<file path="src/rtl/md_hazard_ctrl.sv">
// rtl/md_hazard_ctrl.sv - mult/div issue, hazard detection and write-port arbitration
// Optional STALL_PERF_EN adds a saturating stall_cycles counter.
module md_hazard_ctrl #(
  parameter int MD_LATENCY = 32,
  parameter int CNT_W      = 6
) (
  input  logic             clock,
  input  logic             reset_n,
  input  logic [4:0]       fd_rs,
  input  logic [4:0]       fd_rt,
  input  logic             fd_uses_rt,
  input  logic             fd_is_md,
  input  logic [4:0]       fd_rd,
  input  logic             dx_is_load,
  input  logic [4:0]       dx_rd,
  input  logic             mw_reg_we,
  input  logic             flush,
  output logic             stall,
  output logic             bubble,
  output logic             md_go,
  output logic             md_busy,
  output logic [CNT_W-1:0] md_count,
  output logic             md_wb,
  output logic [4:0]       md_wb_rd
`ifdef STALL_PERF_EN
  ,
  output logic [31:0]      stall_cycles
`endif
);

  typedef enum logic [1:0] {IDLE, RUN, WB} state_t;

  localparam logic [CNT_W-1:0] LAST_COUNT = CNT_W'(MD_LATENCY - 1);

  state_t           state_q, state_d;
  logic [CNT_W-1:0] count_q, count_d;
  logic [4:0]       rd_q, rd_d;
  logic             load_use, md_dep, md_struct, wb_hold;
  logic             stall_int, go_int, wb_int;

  function automatic logic match(input logic [4:0] a, input logic [4:0] b);
    return (a == b) && (a != 5'd0);
  endfunction

  // Outputs are additionally gated by reset_n so everything reads 0 while reset is held.
  always_comb begin
    load_use  = dx_is_load && (match(dx_rd, fd_rs) || (fd_uses_rt && match(dx_rd, fd_rt)));
    md_dep    = (state_q != IDLE) && (match(rd_q, fd_rs) || (fd_uses_rt && match(rd_q, fd_rt)));
    md_struct = fd_is_md && (state_q != IDLE);
    wb_hold   = (state_q == WB) && mw_reg_we;
    stall_int = reset_n && !flush && (load_use || md_dep || md_struct || wb_hold);
    go_int    = reset_n && fd_is_md && !stall_int && !flush && (state_q == IDLE);
    wb_int    = reset_n && (state_q == WB) && !mw_reg_we;
  end

  always_comb begin
    state_d = state_q;
    count_d = count_q;
    rd_d    = rd_q;
    case (state_q)
      IDLE: begin
        if (go_int) begin
          state_d = RUN;
          count_d = LAST_COUNT;
          rd_d    = fd_rd;
        end
      end
      RUN: begin
        if (count_q == '0) begin
          state_d = WB;
        end else begin
          count_d = count_q - CNT_W'(1);
        end
      end
      WB: begin
        if (wb_int) begin
          state_d = IDLE;
          rd_d    = 5'd0;
        end
      end
      default: begin
        state_d = IDLE;
        count_d = '0;
        rd_d    = 5'd0;
      end
    endcase
  end

  always_ff @(posedge clock or negedge reset_n) begin
    if (!reset_n) begin
      state_q <= IDLE;
      count_q <= '0;
      rd_q    <= 5'd0;
    end else begin
      state_q <= state_d;
      count_q <= count_d;
      rd_q    <= rd_d;
    end
  end

  assign stall    = stall_int;
  assign bubble   = stall_int;
  assign md_go    = go_int;
  assign md_busy  = (state_q != IDLE);
  assign md_count = count_q;
  assign md_wb    = wb_int;
  assign md_wb_rd = (state_q == WB) ? rd_q : 5'd0;

`ifdef STALL_PERF_EN
  always_ff @(posedge clock or negedge reset_n) begin
    if (!reset_n) begin
      stall_cycles <= 32'd0;
    end else if (stall_int && (stall_cycles != 32'hFFFF_FFFF)) begin
      stall_cycles <= stall_cycles + 32'd1;
    end
  end
`endif

endmodule

</file>
<file path="config.mk">
export PLATFORM = sky130hd
export DESIGN_NAME = md_hazard_ctrl
export DESIGN_NICKNAME = d
export VERILOG_FILES = /design/src/rtl/md_hazard_ctrl.sv
export SDC_FILE = /design/constraint.sdc
export NUM_CORES = 1
export LEC_CHECK = 0
export ABC_AREA = 1
export CORE_MARGIN = 3
export CORE_UTILIZATION = 30
export CTS_BUF_LIST = sky130_fd_sc_hd__clkbuf_16
export DETAILED_ROUTE_END_ITERATION = 7
export PLACE_DENSITY = 0.7
export SYNTH_ARGS = -nofsm -noshare
export SYNTH_HDL_FRONTEND = slang
export SYNTH_SLANG_ARGS = --single-unit
</file>
<file path="constraint.sdc">
create_clock -name clock -period 1.8 [get_ports clock]
set_clock_uncertainty 0.1 [all_clocks]
set_input_delay 0.18 -clock clock [delete_from_list [all_inputs] [get_ports clock]]
set_output_delay 0.18 -clock clock [all_outputs]
set_load 0.1 [all_outputs]
</file>
# Yosys cells after proc, flatten, opt, wreduce, memory -nomap -nowiden
# Index checks and enable logic that the tools add are counted.
[word_totals]
reg_bits = 13
latchBits = 0
ram_bits = 0
mem_bits_ro = 0
in_bits = 27
out_inout_bits = 16
word_cells = 61
n_memories = 0
[classes]
add_sub_neg = 1
n_mul = 0
div_mod_pow = 0
n_lt_le_gt_ge = 0
eq_ne = 10
shifts = 0
n_mux = 11
bitwise_logic = 2
reduce_logical = 34
[op_table]
columns = ["op", "n"]
rows = [
  ["$eq A5 B5 Y1", 4],
  ["$logic_and A1 B1 Y1", 18],
  ["$pmux W6 S3", 1],
  ["$mux W5", 3],
  ["$pmux W5 S3", 1],
  ["$mux W6", 2],
  ["$reduce_bool A5 Y1", 2],
  ["$reduce_and A3 Y1", 3],
  ["$ne A2 B2 Y1 const B", 4],
  ["$logic_not A6 Y1", 1],
  ["$mux W2", 3],
  ["$pmux W2 S3", 1],
  ["$sub A6 B1 Y6 const B", 1],
  ["$logic_or A1 B1 Y1", 5],
  ["$logic_not A1 Y1", 3],
  ["$eq A2 B1 Y1 const B", 1],
  ["$eq A2 B2 Y1 const B", 1],
  ["$logic_not A2 Y1", 1],
  ["$not A1 Y1", 2],
  ["$reduce_bool A2 Y1", 1],
]

# Longest topological paths before layout
[depth]
depth_word = 15
depth_mapped = 14

# Worst setup path after synthesis
# Ideal clock, no wire load.
[synth_path]
kind = "register to output"
from = "reg state_q[0]"
to = "out stall"
arrival_time_ps = 4183
t_required_ps = 1520
path_slack_ps = -2663
path_stages_with_launch = 7
path_cell_list = "dfrtp_1 buf_4 nor2_1 inv_1 nand2_2 a211oi_1 buf_4"
[synth_between]
elab_chain_len = 6
word_cells_on_any_way = 9
[synth_lines]
columns = ["element", "line_no", "source"]
rows = [
  ["start: declaration", "35", "state_t state_q, state_d;"],
  ["start signal: assignment", "95", "state_q <= state_d;"],
  ["$reduce_bool A2 Y1 (*)", "n/a", ""],
  ["net md_busy", "21", "output logic md_busy,"],
  ["$logic_and A1 B1 Y1", "48", "md_dep = (state_q != IDLE) && (match(rd_q, fd_rs) || (fd_uses_rt && match(rd_q, fd_rt)));"],
  ["$logic_or A1 B1 Y1", "51", "stall_int = reset_n && !flush && (load_use || md_dep || md_struct || wb_hold);"],
  ["$logic_or A1 B1 Y1 (*) (2 in series)", "51", ""],
  ["$logic_and A1 B1 Y1 (*)", "51", ""],
  ["end: declaration", "18", "output logic stall,"],
]
# The timed path passes the listed nets; every way through them passes the cells marked *.

# Worst setup path after layout
[layout_path]
from = "reg rd_q[0]"
to = "out bubble"
[layout_between]
elab_chain_len = 9
word_cells_on_any_way = 12
[layout_lines]
columns = ["element", "line_no", "source"]
rows = [
  ["start: declaration", "37", "logic [4:0] rd_q, rd_d;"],
  ["start signal: assignment", "97", "rd_q <= rd_d;"],
  ["$eq A5 B5 Y1 or $reduce_bool A5 Y1 (tied branches)", "42", "return (a == b) && (a != 5'd0);"],
  ["$logic_and A1 B1 Y1", "42", ""],
  ["$logic_and A1 B1 Y1", "48", ""],
  ["$logic_or A1 B1 Y1 (*)", "48", ""],
  ["$logic_and A1 B1 Y1 (*)", "48", ""],
  ["$logic_or A1 B1 Y1 (*) (3 in series)", "51", ""],
  ["$logic_and A1 B1 Y1 (*)", "51", ""],
  ["end: declaration", "19", "output logic bubble,"],
]
# Every way passes the cells marked *; elsewhere a longest branch is shown, timed or not.

==> flow_summary.yaml <==
outcome:
  status: "complete, but fails checks"
  violations: "negative setup slack"
power_and_ir_drop:
  power_density_mw_per_mm2: 1530
  pwr-share-comb_pct: 67.8
  p_sw_share_pct: 50.5
  leakage_nw: 1.09
  p_int_w: 0.00161
  p_seq_share_pct: 19.1
  p_clk_share_pct: 13.0
  p_total_w: 0.00326
  p_sw_w: 0.00165
  irDropWorstVdd_mv: 1.69
floorplanning:
  die-height_microns: 68.5
  pin_count: 43
  die_w_microns: 68.5
  initial_core_util_pct: 31.6
  rows: 22
  core_sq_mm: 0.00372
  fp.dieArea_sq_mm: 0.00470
worst_setup_path:
  crit_path_start_kind: "register"
  crit_fanout: 4
  cpMaxStageDelayCell: "dfrtp_1"
  critPathRequiredTime_ps: 1520
  rr_worst_depth: 13
  path_cells: "inv_2, nand2_1, nand2_1, nor2_1, nand3_1, nand2_1, nand2_2, nand2_2, nand2_4, a211oi_4, buf_12"
  crit_type: "register to output pin"
  critPathMaxStageDelay_ps: 390
  crit_top_cell: "nand2_1"
  end_kind: "output pin"
  critical_path_arrival_ps: 1800
global_routing:
  grt_antenna_before_repair: 0
  grt_pass1_wl_microns: 5480
  grt.total_usage_pct: 15.4
  grt_max_degree: 14
  grt_pass1_vias: 1312
  gr-total-overflow: 0
cells_and_area:
  regArea_sq_um: 338
  final_util_pct: 57.2
  multiInputGateArea_sq_um: 772
  diodes: 0
  layout-drive-gt1-share_pct: 30.8
  fin_nets: 295
  nFillCells: 345
  syn_to_final_growth_pct: 81.2
clock_network:
  clockRootBuffer: "clkbuf_16"
  clk_latency_ps: 240
  numClockSinks: 13
  numCtsBuffers: 3
  hold_buffers: 0
  path_clk_slew_ps: 50
  cts_tree: "done"
  cts.htree.levels: 1
  cts_buffer_depth: 2
routing:
  drtAntennaViolNets: 0
  wl_per_cell_microns: 10.6
  wirelength_microns: 3320
  via_per_inst: 4.46
  initialDrtViolationCount: 42
  drc: 0
  vias: 1401
  drt_pass1_iterations: 4
sta:
  finalCritPeriodShare_pct: 116
  worst_pin_slew_ps: 438
  setup_viol: 14
  final.setup.worst_slack_ps: -284
  rsz0062_at_grt: "true"
  min_period_ps: 2080
  slew_violations: 0
  timing.fmax_mhz: 480
  hold_viol: 0
  relSlewSlack_pct: 70.7
job:
  cap_violations: 0
yosys:
  ys_seq_area_share_pct: 27.7
  yosys-top-cells-count: "nand2_1, inv_1, nor2_1"
  syn_area_sq_mm: 0.00117
  yosys_register_bits: 13
  post-synth-top-count-cell: "nand2_1"
  ys_types: 26
  post_synth_inst_count: 199
  synthTopCellsByArea: "dfrtp_1, nand2_1, inv_1"
  synth_top_area_share_pct: 27.7
  synth_edf_count: 0
  syn-mean-instance-area_sq_um: 5.90
  ys.flop_type: "dfrtp_1"
  yosysTopAreaCell: "dfrtp_1"
  syn-num-nets: 227
  async_flop_share_pct: 100
  yosys_warnings: 0
place:
  io_buffers: 42
  place_ws_ps: -398
  hpwl_microns: 2710
  gp_congestion: 0.827
worst_hold_path:
  hold_path.class: "input port to async pin"
what timing repair did:
action                                  4_1_cts  5_1_grt
setup buffers                                 0        4
pin swaps                                     5        6
endpoints found under the setup margin       14       15
gates resized for setup                      12        2
logic make-up after synthesis:
family	Yosys count	synth area share (%)
buffers and inverters	36	12.2
and+or+nand+nor	133	49.1
xor gates and xnor gates	4	2.99
DFF	13	27.7
adders and majority gates	1	1.07
AOI/OAI and AO/OA	12	6.93
critical path: cells and delay by family (launching register included):
kind,cells,cell delay (ps)
buffers and inverters,2,280
and+or+nand+nor,8,550
AOI/OAI and AO/OA,1,340
DFF,1,390
metrics by stage:
| step | cells | hold slack [ps] | TNS [ps] | instance area (sq um) |
|---|---|---|---|---|
| 4_1_cts | 310 | 213 | -849 | 2090 |
| 5_1_grt | 314 | 245 | -4250 | 2130 |
| 3_3_place_gp | 306 | 439 | -4000 | 2010 |
| 6_report | 314 | 220 | -2590 | 2130 |
| 3_5_place_dp | 306 | 448 | -4130 | 2010 |
| 2_1_floorplan | 199 | -216 | -4230 | 1250 |
final timing paths:
| check | from | end | slack, ps |
|---|---|---|---|
| max | rd_q[0]$_DFFE_PN0P_ | bubble | -280 |
| min | reset_n | md_count[0]$_DFFE_PN0P_ | 220 |
| max reg2reg | rd_q[1]$_DFFE_PN0P_ | md_count[4]$_DFFE_PN0P_ | -180 |
| min reg2reg | rd_q[3]$_DFFE_PN0P_ | rd_q[3]$_DFFE_PN0P_ | 460 |
| max in group asynchronous | reset_n | md_count[1]$_DFFE_PN0P_ | 1200 |
| min in group clock | fd_rd[1] | rd_q[1]$_DFFE_PN0P_ | 370 |
power groups by stage:
stage	Combinational (W)	Clock, W	Sequential, W
finish	0.00221	0.000425	0.000624
CTS	0.00218	0.000434	0.000627
floorplan	0.000936	0	0.00106
global route	0.00239	0.000449	0.000645
detailed placement	0.00216	0	0.000623
global placement	0.00215	0	0.000622
cell usage in the layout (no fill, tap or decap), types with 2 or more instances in the layout:
cell / synthesis / final
nand2_1: 85 / 84
inv_1: 26 / 23
buf_4: 2 / 23
nor2_1: 24 / 17
clkdlybuf4s50_1: 0 / 17
buf_12: 0 / 16
nand3_1: 11 / 11
inv_2: 8 / 9
dlygate4sd2_1: 0 / 9
nor2_2: 1 / 7
dfrtp_1: 13 / 7
nand2_4: 3 / 4
dfrtp_2: 0 / 4
a31oi_1: 3 / 3
clkbuf_16: 0 / 3
nor2_4: 1 / 2
clkinvlp_4: 0 / 2
xnor2_1: 2 / 2
nor3_2: 1 / 2
nand2_2: 2 / 2
xor2_1: 2 / 2
o21ai_1: 2 / 2
a21oi_1: 2 / 2
dfrtp_4: 0 / 2
flip-flops by register name, indices dropped and copies added, names as in the netlist:
name / cells
rd_q: 5
state_q: 2
md_count: 6
routing by layer:
layer / up-vias / wire [microns] / track usage (%) / share of wire (%)
li1: 737 / - / - / -
met1: 620 / 1510 / 20.0 / 45
met2: 39 / 1550 / 25.7 / 47
met3: 5 / 217 / 1.94 / 6.5
met4: 0 / 47 / 5.96 / 1.4
met5: - / 0 / 0 / 0
cell type report:
| type | instances | share of cell area (%) |
|---|---|---|
| clock buffers | 3 | 3.53 |
| clock inverters | 1 | 0.235 |
| inverters | 34 | 6.35 |
| multi-input cells | 150 | 36.3 |
| flip-flops and latches | 13 | 15.9 |
| well taps | 48 | 2.82 |
| repair buffers | 65 | 34.9 |
Power figures use the tool's default switching activity.
